### src/rtl/gate_sweep_pkg.sv
// Shared definitions for the gate sweep unit: mode encodings, FSM state type
// and the maximum supported gate input count.
package gate_sweep_pkg;

  localparam int unsigned N_IN_MAX = 6;
  localparam int unsigned MODE_W   = 3;

  localparam logic [MODE_W-1:0] MODE_AND  = 3'd0;
  localparam logic [MODE_W-1:0] MODE_OR   = 3'd1;
  localparam logic [MODE_W-1:0] MODE_NAND = 3'd2;
  localparam logic [MODE_W-1:0] MODE_NOR  = 3'd3;
  localparam logic [MODE_W-1:0] MODE_XOR  = 3'd4;
  localparam logic [MODE_W-1:0] MODE_XNOR = 3'd5;

  typedef enum logic [1:0] {
    ST_IDLE  = 2'd0,
    ST_SWEEP = 2'd1,
    ST_DONE  = 2'd2
  } state_t;

  // Encodings above MODE_XNOR are reserved.
  function automatic logic mode_is_legal(input logic [MODE_W-1:0] m);
    return (m <= MODE_XNOR);
  endfunction

endpackage

### src/rtl/gate_sweep_unit_gate.sv
// multi_input_gate: combinational N_IN-input gate selected by mode.
// Ports:
//   vec  - gate inputs (N_IN bits)
//   mode - gate function (AND/OR/NAND/NOR/XOR/XNOR, reserved -> 0)
//   y    - gate output
module multi_input_gate
  import gate_sweep_pkg::*;
#(
  parameter int unsigned N_IN = 3
) (
  input  logic [N_IN-1:0]   vec,
  input  logic [MODE_W-1:0] mode,
  output logic              y
);

  // XOR/XNOR are full parity / inverted parity over all inputs.
  always_comb begin
    y = 1'b0;
    case (mode)
      MODE_AND:  y = &vec;
      MODE_OR:   y = |vec;
      MODE_NAND: y = ~&vec;
      MODE_NOR:  y = ~|vec;
      MODE_XOR:  y = ^vec;
      MODE_XNOR: y = ~^vec;
      default:   y = 1'b0;
    endcase
  end

endmodule

### src/rtl/gate_sweep_unit.sv
// gate_sweep_unit: sweeps every input vector through a multi-input gate and
// captures the resulting truth table and count of ones.
// Optional feature macro: SWEEP_HOLD_EN (hold each vector HOLD_CYC cycles).
// Ports:
//   clk, rst_n - clock (rising edge), asynchronous active-low reset
//   start      - single-cycle sweep request (accepted only in IDLE)
//   mode       - gate function, latched at start
//   busy       - high while sweeping (SWEEP or DONE)
//   vec        - vector currently applied to the gate
//   out        - registered gate result, qualified by out_valid
//   out_valid  - one pulse per vector
//   tt         - captured truth table, tt[i] = result of vector i
//   ones_cnt   - number of results equal to 1
//   done       - pulse with the last out_valid
//   err        - pulse one cycle after start with a reserved mode
module gate_sweep_unit
  import gate_sweep_pkg::*;
#(
  parameter int unsigned N_IN     = 3,
  parameter int unsigned HOLD_CYC = 10
) (
  input  logic                   clk,
  input  logic                   rst_n,
  input  logic                   start,
  input  logic [MODE_W-1:0]      mode,
  output logic                   busy,
  output logic [N_IN-1:0]        vec,
  output logic                   out,
  output logic                   out_valid,
  output logic [(2**N_IN)-1:0]   tt,
  output logic [N_IN:0]          ones_cnt,
  output logic                   done,
  output logic                   err
);

  localparam int unsigned TT_W  = 2**N_IN;
  localparam int unsigned CNT_W = N_IN + 1;
  localparam logic [N_IN-1:0] VEC_LAST = '1;

  if (N_IN < 2 || N_IN > N_IN_MAX || HOLD_CYC < 1) begin : g_param_err
    $error("gate_sweep_unit: illegal N_IN or HOLD_CYC");
  end

  state_t              state_q, state_d;
  logic [MODE_W-1:0]   mode_q, mode_d;
  logic [N_IN-1:0]     idx_q, idx_d;
  logic [N_IN-1:0]     vec_d;
  logic                out_d, out_valid_d;
  logic [TT_W-1:0]     tt_d;
  logic [CNT_W-1:0]    ones_d;
  logic                done_d, err_d, busy_d;
  logic                gate_y;
  logic                step_c;

  multi_input_gate #(.N_IN(N_IN)) u_gate (
    .vec  (vec),
    .mode (mode_q),
    .y    (gate_y)
  );

`ifdef SWEEP_HOLD_EN
  localparam int unsigned HOLD_W = (HOLD_CYC > 1) ? $clog2(HOLD_CYC) : 1;

  logic [HOLD_W-1:0] hold_q, hold_d;

  // Advance to the next vector on the last hold cycle.
  assign step_c = (hold_q == HOLD_W'(HOLD_CYC - 1));

  // Hold counter runs only while sweeping; zero everywhere else.
  always_comb begin
    hold_d = '0;
    if (state_q == ST_SWEEP && !step_c) begin
      hold_d = hold_q + HOLD_W'(1);
    end
  end

  always_ff @(posedge clk or negedge rst_n) begin
    if (!rst_n) begin
      hold_q <= '0;
    end else begin
      hold_q <= hold_d;
    end
  end
`else
  assign step_c = 1'b1;
`endif

  // Next-state and next-output logic.
  always_comb begin
    state_d     = state_q;
    mode_d      = mode_q;
    idx_d       = idx_q;
    vec_d       = vec;
    out_d       = out;
    out_valid_d = 1'b0;
    tt_d        = tt;
    ones_d      = ones_cnt;
    done_d      = 1'b0;
    err_d       = 1'b0;

    // Capture the previous cycle's result into the truth table.
    if (out_valid) begin
      tt_d[idx_q] = out;
      ones_d      = ones_cnt + CNT_W'(out);
    end

    case (state_q)
      ST_IDLE: begin
        if (start) begin
          if (mode_is_legal(mode)) begin
            state_d = ST_SWEEP;
            mode_d  = mode;
            vec_d   = '0;
            tt_d    = '0;
            ones_d  = '0;
          end else begin
            err_d = 1'b1;
          end
        end
      end
      ST_SWEEP: begin
        if (step_c) begin
          out_d       = gate_y;
          out_valid_d = 1'b1;
          idx_d       = vec;
          if (vec == VEC_LAST) begin
            state_d = ST_DONE;
            done_d  = 1'b1;
          end else begin
            vec_d = vec + N_IN'(1);
          end
        end
      end
      ST_DONE: begin
        state_d = ST_IDLE;
      end
      default: begin
        state_d = ST_IDLE;
      end
    endcase

    busy_d = (state_d != ST_IDLE);
  end

  // State and output registers.
  always_ff @(posedge clk or negedge rst_n) begin
    if (!rst_n) begin
      state_q   <= ST_IDLE;
      mode_q    <= '0;
      idx_q     <= '0;
      vec       <= '0;
      out       <= 1'b0;
      out_valid <= 1'b0;
      tt        <= '0;
      ones_cnt  <= '0;
      done      <= 1'b0;
      err       <= 1'b0;
      busy      <= 1'b0;
    end else begin
      state_q   <= state_d;
      mode_q    <= mode_d;
      idx_q     <= idx_d;
      vec       <= vec_d;
      out       <= out_d;
      out_valid <= out_valid_d;
      tt        <= tt_d;
      ones_cnt  <= ones_d;
      done      <= done_d;
      err       <= err_d;
      busy      <= busy_d;
    end
  end

endmodule

### config.mk
export PLATFORM = sky130hd
export DESIGN_NAME = gate_sweep_unit
export DESIGN_NICKNAME = d
export VERILOG_FILES = /design/src/rtl/gate_sweep_pkg.sv /design/src/rtl/gate_sweep_unit_gate.sv /design/src/rtl/gate_sweep_unit.sv
export SDC_FILE = /design/constraint.sdc
export NUM_CORES = 1
export LEC_CHECK = 0
export CORE_MARGIN = 5
export CORE_UTILIZATION = 30
export DETAILED_ROUTE_END_ITERATION = 7
export PLACE_DENSITY = 0.53
export SYNTH_ARGS = -nofsm -noshare
export SYNTH_HDL_FRONTEND = slang
export SYNTH_SLANG_ARGS = --single-unit
### constraint.sdc
create_clock -name clk -period 2.9 [get_ports clk]
set_input_delay 0.58 -clock clk [delete_from_list [all_inputs] [get_ports clk]]
set_output_delay 0.58 -clock clk [all_outputs]
set_load 0.02 [all_outputs]
Word level (Yosys, flattened, before mapping)

Index checks and enable logic that the tools add are counted.

Register bits after elaboration: 28
Input bits: 6
Output and inout port bits: 20
Logic and storage cells: 65

Add/subtract/negate cells: 2
Order comparisons: 3
Eq/ne operators: 10
Mux-type cells: 26
Reductions and logical operators: 13

Operator list:

| kind                                                                          | count |
|---|---|
| 8-bit 2-to-1 mux                                                              | 4 |
| 4-bit 2-to-1 mux                                                              | 4 |
| 3-bit == test (second input constant)                                         | 3 |
| 3-bit 2-to-1 mux                                                              | 3 |
| 8-bit bitwise mux                                                             | 1 |
| 1-bit 2-to-1 mux                                                              | 7 |
| 3-bit by 2-bit == test with 1-bit output (second input constant)              | 2 |
| 2-bit 2-to-1 mux                                                              | 3 |
| 2-bit != test (second input constant)                                         | 3 |
| 1-bit case mux with 6 select lines                                            | 1 |
| 3-bit case mux with 2 select lines                                            | 1 |
| 3-bit AND reduction                                                           | 2 |
| 4-bit by 1-bit adder with 4-bit output                                        | 1 |
| 3-bit by 4-bit less-than comparator with 1-bit output (second input constant) | 1 |
| 2-bit case mux with 2 select lines                                            | 1 |
| 4-bit AND reduction                                                           | 1 |
| 2-bit nonzero test                                                            | 2 |
| 3-bit by 1-bit adder with 3-bit output (second input constant)                | 1 |
| 1-bit demux with 3-bit select                                                 | 1 |
| 3-bit by 1-bit == test with 1-bit output (second input constant)              | 1 |
| 3-bit by 1-bit >= comparator with 1-bit output (second input constant)        | 1 |
| 3-bit <= comparator (second input constant)                                   | 1 |
| 3-bit logical NOT                                                             | 1 |
| 3-bit OR reduction                                                            | 1 |
| 6 further kinds                                                               | 7 |

Logic depth before layout (Yosys ltp)

Gate-level depths: netlist of the first run.

Depth after elaboration: 9
Mapped depth: 6

By module

Synthesis of the first run repeated with hierarchy kept, for this count alone.

Cells, all modules: 111
Area, all modules: 1365.1 µm²

By module, submodules not included:

| module           | times used | cells an instance | area each (µm²) | sequential area each (µm²) |
|---|---|---|---|---|
| gate_sweep_unit  | 1          | 99                | 1258.7          | 700.7 |
| multi_input_gate | 1          | 12                | 106.4           | 0.0 |

Worst setup path before layout of the first run

OpenSTA, ideal clock, no wires.

Path type: reg2reg
Start: register vec[0]
End: register vec[0]
Library setup time: 0.133 ns
Data arrival time: 1.626 ns
Setup slack: 1.141 ns
Cell stages (with the launch flop): 7
Path buffers: 1
Period minus slack after synthesis: 1.759 ns
Cells stage by stage: dfrtp_1 -> ha_1 -> ha_1 -> or3b_2 -> clkbuf_1 -> o21ai_2 -> mux2i_1

Cells in the longest elaborated chain, start to end: 3
Elaborated cells between the ends (all ways): 6
Those cells by class: add/sub: 1; eq/ne: 2; mux: 2; reduce/logical: 1

RTL lines:

| element                                                                          | line                                           | RTL |
|---|---|---|
| start: declaration                                                               | gate_sweep_unit.sv:27                          | `output logic [N_IN-1:0] vec,` |
| start signal: assignment                                                         | gate_sweep_unit.sv:163                         | `vec <= vec_d;` |
| 3-bit by 1-bit adder with 3-bit output / 3-bit == test (equally long branches)   | gate_sweep_unit.sv:130, gate_sweep_unit.sv:126 |  |
| 3-bit 2-to-1 mux / 2-bit != test (equally long branches)                         | -                                              |  |
| 3-bit case mux with 2 select lines / 4-bit AND reduction (equally long branches) | -                                              |  |

Several ways; a longest one is shown, not always the timed one. The select of a mux whose other input is x is not followed.
A chain may end at the register's enable or synchronous reset.

Final worst setup path of the first run

Start: register out
End: output out

RTL lines:

| element                  | line                   | RTL |
|---|---|---|
| start: declaration       | gate_sweep_unit.sv:28  | `output logic out,` |
| start signal: assignment | gate_sweep_unit.sv:164 | `out <= out_d;` |

No word-level cell between the ends.

==> results.cfg, run 1 <==
[synthesis]
yosysWarnings = 0
syn_inst = 109
yosysSeqAreaShare_pct = 52.63
synthesis.nets = 120
synth.distinct_cells = 33
yosys.area.top_type_share_pct = 52.63
syn_area_per_cell_um2 = 12.21
synth_area_leaders = dfrtp_1, mux2i_1, ha_1, nor2_1, mux2_2
async_flop_share_pct = 100.0
synth_ff_type = dfrtp_1
ys_ff_latch = 28
synth.most_common_cell = dfrtp_1
synth-edff-count = 0
netlist_area_mm2 = 0.001331
synthTopCellsByCount = dfrtp_1, nor2_1, mux2i_1
synth_top_area_cell = dfrtp_1

[clocking]
hold_buffers = 0
cts_made_buffers = 3
cts_tree = built
clkLatencyLatePin_ps = 260
ctsLongestPathBuffers = 2
ctsResizeCount = 0
cts-htree-levels = 1
cts_setup_buffers = 0
clk_pin_slew_ps = 90
root_buffer = clkbuf_8
clock-sinks = 28

[grt]
grt_pass1_vias = 913
grt_pass1_wl_mm = 4.616
antenna_found_initial = 0
grt_start_max_net_pins = 29
overflow = 0
grt_usage_pct = 9.418

[routing]
drc = 0
firstDrtPassIters = 2
ant_nets = 0
finalWirelength_mm = 2.585
vias = 905
via_per_inst = 4.892
wl_per_cell_um = 13.97
drt_iter0_markers = 48

[pwr]
power_uw = 1877
max-vdd-ir-drop_mv = 0.5390
p_leak_uw = 0.0007804
power_density_mw_per_mm2 = 1131

[floorplan]
floorplan.die.width_um = 76.62
die_y_um = 76.62
dieArea_mm2 = 0.005870
coreArea_mm2 = 0.004324
placementRows = 24
initial_core_util_pct = 30.79
io_pins = 26

[finish]
fillers = 449
drive_gt1_share_pct = 11.28
n_antenna_cell = 0
area.growth.synth_to_final_pct = 24.72
finalNetCount = 146
design_area_mm2 = 0.001660
register_area_um2 = 700.7
multi_input_area_um2 = 569.3
stdcell_count = 185
fin_util_pct = 38.40

[placement]
dp_hpwl_mm = 1.832
numPlacedInstances = 182
placed_area_mm2 = 0.001619
port_buffers = 25
gp_congestion = 0.7197

[hold_path]
min-delay-path-class = reg2reg

[timing]
maxSlewHeadroom_pct = 59.18
period_share_pct = 72.59
final.min_clock_period_ps = 2105
worst_pin_slew_ps = 611.0
skew_ps = 2.788
max_freq_mhz = 475.0
rsz0062_at_grt = false
maxSlewViolCount = 0
finalSetupTns_ps = 0
finalSetupViolations = 0
report.final.hold_viol_count = 0

[critical_path]
cp_num_cells = 1
crit_start = out
ff2ff_setup_slack_ps = 1140
cp.arrival_ps = 1530
cp_cell_sequence = clkdlybuf4s50_1
rr_worst_depth = 5
crit_end = out
slowest_stage = clkdlybuf4s50_1
crit_required_ps = 2320
max_stage_delay_ps = 680
crit_buf_inv = 1
path_class = reg2out
crit_family = buffers and inverters
r2r_start = vec[0]
end_kind = primary output
path_max_fanout = 11
start_kind = flip-flop
worstReg2RegEnd = vec[0]

[run_status]
status = finished, final reports clean

[run]
max-cap-violations = 0
[kinds of logic after synthesis]
kind of cell               Yosys count  share of synthesized area, %
buffers and inverters               11                         4.605
and+or+nand+nor                     39                         18.05
DFF                                 28                         52.63
muxes                               15                         11.94
adders and majority gates            5                         4.699
xor gates and xnor gates             3                         3.008
AOI/OAI and AO/OA                    8                         5.076
[registers in the layout (all words and copies together), names as in the netlist]
| register | count |
|---|---|
| tt | 8 |
| ones_cnt | 4 |
| idx_q | 3 |
| mode_q | 3 |
| vec | 3 |
| state_q | 2 |
| busy | 1 |
| done | 1 |
| err | 1 |
| out | 1 |
| out_valid | 1 |
[routing by layer]
metal  vias to the layer above  wire, um  track usage [%]
li1                        431         -                -
met1                       451      1237            12.72
met2                        21      1206            14.81
met3                         2       128            3.191
met4                         0        12            1.573
met5                         -         0                0
[stage by stage]
| step | hold WS, ps | worst slack [ps] |
|---|---|---|
| 6_report | 529.2 | 794.9 |
| 5_1_grt | 568.5 | 686.1 |
| 4_1_cts | 538.3 | 773.9 |
| 3_5_place_dp | 515.5 | 609.5 |
| 3_3_place_gp | 504.9 | 623.3 |
| 2_1_floorplan | 284.4 | 1141 |
[cell type report]
cell class                      count  area share (%)
Tap cell                           52           3.919
Timing Repair Buffer               27           15.98
Inverter                            5           1.130
Sequential cell                    28           42.20
Clock buffer                        3           2.487
Multi-Input combinational cell     70           34.29
[where the power goes]
| group | internal, uW | switching (uW) | total (uW) |
|---|---|---|---|
| registers | 555 | 178 | 733 |
| clock network | 93.0 | 108 | 201 |
| logic | 499 | 445 | 943 |
[layout by cell type, fill, tap and decap left out, drive strengths merged, types with 2 or more instances in the layout]
| master | synthesis | final |
|---|---|---|
| clkbuf | 2 | 3 |
| ha | 5 | 5 |
| nand2 | 4 | 4 |
| buf | 4 | 2 |
| o22a | 2 | 2 |
| and4bb | 2 | 2 |
| clkdlybuf4s50 | 0 | 25 |
| nand4b | 3 | 3 |
| nand4 | 2 | 2 |
| mux2i | 11 | 11 |
| dfrtp | 28 | 28 |
| nor2 | 17 | 17 |
| inv | 5 | 5 |
| mux2 | 4 | 4 |
| and2 | 3 | 3 |
| or3b | 2 | 2 |
| xor2 | 2 | 2 |
| o22ai | 2 | 2 |
[how the worst min path moves through the flow]
stage            end  startpoint  cells after the start
6_report       tt[6]       tt[6]                      2
3_5_place_dp   tt[0]       tt[0]                      2
3_3_place_gp   tt[6]       tt[6]                      2
2_1_floorplan   busy       rst_n                      0
5_1_grt        tt[1]       tt[1]                      2
4_1_cts        tt[6]       tt[6]                      2
Power figures use the tool's default switching activity.
==> run 2, diff against run 1 <==
Settings changed: PLACE_DENSITY 0.53 to 0.55.
Clock period 2.9 ns to 1.7 ns, I/O delays scaled along.
==> run 2 against run 1 <==
Net effect: sequential cell count did not move; first-iteration DRC count rose by 4.2%; critical endpoint is now ones_cnt[1]; combinational power grew 81%; register-to-register slack got worse by 1100 ps; largest cell class unchanged; non-clock buffer count increased by 10; cell count rose by 5.9%; sequential share of layout area decreased by 2.1 points; via count increased by 1.4%; clock power rose by 100%; die area did not move; sequential power up 65%; clock-buffer cell count rose by 1.
==> results.cfg, run 2 (same netlist as run 1, synthesis figures left out) <==
[clocking]
clock-sinks = 28
root_buffer = clkbuf_8
cts_tree = built
clk_pin_slew_ps = 90
hold_buffers = 0
cts_setup_buffers = 0
ctsLongestPathBuffers = 2
cts_made_buffers = 3
cts-htree-levels = 1
clkLatencyLatePin_ps = 270

[floorplan]
dieArea_mm2 = 0.005870
placementRows = 24
die_y_um = 76.62
floorplan.die.width_um = 76.62
coreArea_mm2 = 0.004324
io_pins = 26
initial_core_util_pct = 30.79

[grt]
grt_pass1_vias = 986
grt_start_max_net_pins = 29
grt_pass1_wl_mm = 4.457
antenna_found_initial = 0
overflow = 0
grt_usage_pct = 9.001

[timing]
max_freq_mhz = 610.0
worst_pin_slew_ps = 358.1
skew_ps = 1.468
finalSetupViolations = 0
maxSlewViolCount = 0
final.min_clock_period_ps = 1639
period_share_pct = 96.44
report.final.hold_viol_count = 0
rsz0062_at_grt = false
maxSlewHeadroom_pct = 75.80

[routing]
firstDrtPassIters = 4
ant_nets = 0
finalWirelength_mm = 2.525
via_per_inst = 4.684
drc = 0
drt_iter0_markers = 50
wl_per_cell_um = 12.88
vias = 918

[critical_path]
worstReg2RegEnd = out
slowest_stage = clkdlybuf4s50_1
cp_num_cells = 1
max_stage_delay_ps = 630
start_kind = flip-flop
crit_buf_inv = 1
crit_family = buffers and inverters
rr_worst_depth = 5
ff2ff_setup_slack_ps = 80
path_max_fanout = 4
crit_end = ones_cnt[1]
cp_cell_sequence = clkdlybuf4s50_1
crit_start = ones_cnt[1]
path_class = reg2out
crit_required_ps = 1360
r2r_start = vec[0]
cp.arrival_ps = 1300
end_kind = primary output

[run_status]
status = finished, final reports clean

[finish]
top_register = tt
final_common_cell = dfrtp_1
largest_reg_flops = 8
design_area_mm2 = 0.001752
drive_gt1_share_pct = 19.44
fin_util_pct = 40.51
final_cell_mix = dfrtp_1, clkdlybuf4s50_1, nor2_1, buf_4, mux2i_1
finalNetCount = 156
fillers = 427
reg_top3 = tt x8, ones_cnt x4
n_antenna_cell = 0
area.growth.synth_to_final_pct = 31.58

[placement]
dp_hpwl_mm = 1.880
port_buffers = 25
placed_area_mm2 = 0.001697
gp_congestion = 0.7428

[pwr]
p_leak_uw = 0.0008397
power_density_mw_per_mm2 = 1900
max-vdd-ir-drop_mv = 0.8161

[run]
max-cap-violations = 0

[hold_path]
min-delay-path-class = in2async
## run 2: cell count changes in the layout (fill, tap and decap cells not counted), sizes merged
cell,change
dlygate4sd2,+2
clkbuf,+1
buf,+10
clkdlybuf4s50,-2
## run 2: power by group
part / internal (uW) / switching, uW / total (uW)
clock: 207 / 197 / 404
sequential: 953 / 260 / 1210
combinational: 920 / 791 / 1710
total: 2080 / 1250 / 3330
## run 2: metal layers
metal  vias up  GRT usage (%)  part of all wire (%)
met5         -              0                     0
met4         0          1.224                  0.16
met3         2          3.664                   6.5
met2        25          14.38                    44
met1       442          11.70                    49
li1        449              -                     -
## run 2: timing repair
action,in CTS,in global routing
pin swaps,0,0
setup endpoints to repair,2,3
resized for setup,2,1
## run 2: how the worst min path moves through the flow
stage / depth (start not counted) / endpoint / slack [ps] / from
6_report: 2 / tt[5] / 430 / rst_n
5_1_grt: 2 / tt[5] / 480 / rst_n
4_1_cts: 2 / ones_cnt[3] / 450 / rst_n
2_1_floorplan: 0 / busy / 40 / rst_n
3_3_place_gp: 2 / tt[5] / 500 / tt[5]
3_5_place_dp: 2 / tt[2] / 520 / tt[2]
## run 2: final cells by class
type / count / area, um^2 / share of cell area (%)
timing repair buffer: 37 / 337.8 / 19.29
tap: 52 / 65.06 / 3.714
sequential: 28 / 703.2 / 40.14
clock buffer: 4 / 55.05 / 3.143
inverter: 5 / 18.77 / 1.071
multi-input combinational: 70 / 571.8 / 32.64
## run 2: per-stage QoR
step           TNS, ps  worst slack [ps]  hold slack [ps]  total power (uW)  instances
4_1_cts              0             40.47            449.8              3379        196
3_5_place_dp    -628.3            -96.67            516.1              2971        192
2_1_floorplan        0             1.256            44.41              2313        109
5_1_grt              0             2.783            475.9              3591        196
3_3_place_gp    -434.6            -78.19            502.2              2942        192
6_report             0             60.55            434.5              3328        196
==> run 3, diff against run 2 <==
Settings changed: REMOVE_ABC_BUFFERS set to 1.
==> run 3 against run 2 <==
Net effect: hold slack lost 7.1 ps; register-to-register slack better by 60 ps; cell count is 1.0% higher; core utilization up 0.23 points; setup slack gained 4.7 ps; power rose by 1.4%; sequential cell count unchanged; sequential share of layout area shrank 0.37 points; sequential power barely moved; critical path type unchanged.
==> results.cfg, run 3 (same netlist as run 1, synthesis figures left out) <==
[grt]
busiest_layer = met2
use_met3_pct = 2.719
antenna_found_initial = 0
grt_util_met1_pct = 12.56
overflow = 0
grt_start_max_net_pins = 29
grt_usage_pct = 9.755
grt_pass1_wl_mm = 4.698
grt_pass1_vias = 984
grt_use_met2_pct = 16.27

[critical_path]
start_kind = flip-flop
cp.arrival_ps = 1290
crit_family = buffers and inverters
cp_cell_sequence = clkdlybuf4s50_1
end_kind = primary output
max_stage_delay_ps = 620
crit_required_ps = 1360
slowest_stage = clkdlybuf4s50_1
crit_buf_inv = 1
path_class = reg2out
path_max_fanout = 4

[timing]
rsz0062_at_grt = false
skew_ps = 5.414
max_freq_mhz = 611.7
report.final.hold_viol_count = 0
maxSlewHeadroom_pct = 74.23
final.min_clock_period_ps = 1635
maxSlewViolCount = 0
worst_pin_slew_ps = 381.2
period_share_pct = 96.16
finalSetupViolations = 0
holdWs_ps = 427.4

[run]
max-cap-violations = 0

[clocking]
clkLatencyLatePin_ps = 270
clk_pin_slew_ps = 100
cts_tree = built
cts-htree-levels = 1
hold_buffers = 0
ctsLongestPathBuffers = 2
root_buffer = clkbuf_8
cts_made_buffers = 3
clock-sinks = 28

[hold_path]
min-delay-path-class = in2async

[routing]
finalWirelength_mm = 2.682
firstDrtPassIters = 4
drt_iter0_markers = 58
via_per_inst = 4.672
drc = 0
wl_per_cell_um = 13.55
ant_nets = 0
vias = 925

[placement]
port_buffers = 25
placed_area_mm2 = 0.001694
dp_hpwl_mm = 1.999
numPlacedInstances = 192
gp_congestion = 0.7392

[pwr]
power_uw = 3374
max-vdd-ir-drop_mv = 0.7109
power_density_mw_per_mm2 = 1915
p_leak_uw = 0.0008546

[finish]
stdcell_count = 198
n_antenna_cell = 0
top_register = tt
design_area_mm2 = 0.001762
largest_reg_flops = 8
finalNetCount = 158
final_cell_mix = dfrtp_1, clkdlybuf4s50_1, nor2_1, buf_4, mux2i_1
final_common_cell = dfrtp_1
area.growth.synth_to_final_pct = 32.33
fillers = 447
reg_top3 = tt x8, ones_cnt x4
drive_gt1_share_pct = 19.18

[floorplan]
floorplan.die.width_um = 76.62
dieArea_mm2 = 0.005870
initial_core_util_pct = 30.79
placementRows = 24
coreArea_mm2 = 0.004324
io_pins = 26
die_y_um = 76.62

[run_status]
status = finished, final reports clean
==> run 3: cell count changes in the layout (fill, tap and decap cells not counted), sizes merged <==
cell / before / now
buf: 12 / 14
clkdlybuf4s50: 23 / 21
dlygate4sd2: 2 / 4
==> run 3: per-stage QoR <==
step,setup TNS [ps],utilization (%),setup WS (ps)
floorplan,-6.320,-,-6.320
global placement,-201.2,39.18,-69.28
detailed placement,-894.8,39.18,-113.2
CTS,0,40.34,5.157
global route,0,40.74,14.91
finish,0,40.74,65.20
==> run 3: worst paths after layout <==
check | cells past startpoint | slack (ps) | to | startpoint
worst max-delay path | 1 | 70 | ones_cnt[1] | ones_cnt[1]
worst min-delay path | 2 | 430 | tt[3] | rst_n
worst max register to register | 5 | 140 | vec[0] | vec[0]
worst min register to register | 2 | 530 | tt[5] | tt[5]
max in group asynchronous | 2 | 1000 | vec[2] | rst_n
min in group clk | 2 | 530 | tt[5] | tt[5]
==> run 3: what timing repair did <==
item | in CTS | in global routing
cloned | 0 | 0
pin swaps | 0 | 1
gates resized for setup | 4 | 1
setup endpoints to repair | 4 | 4
buffers inserted | 0 | 2
==> run 3: area by class of cell <==
class	instances	area (um^2)	share of cell area [%]
Clock buffer	4	55.05	3.125
Inverter	5	18.77	1.065
Sequential cell	28	700.7	39.77
Timing Repair Buffer	39	350.3	19.89
Multi-Input combinational cell	70	571.8	32.46
Tap cell	52	65.06	3.693
==> run 3: power by group <==
group	switching (uW)	internal [uW]	leakage, uW	total (uW)
Clock	206	207	0.0000288	413
Combinational	807	924	0.000472	1730
Sequential	281	948	0.000354	1230
Total	1290	2080	0.000855	3370
==> run 3: routing by layer <==
layer | vias up | share of wire (%)
li1 | 452 | -
met1 | 454 | 46
met2 | 17 | 49
met3 | 2 | 4.5
met4 | 0 | 0.52
met5 | - | 0
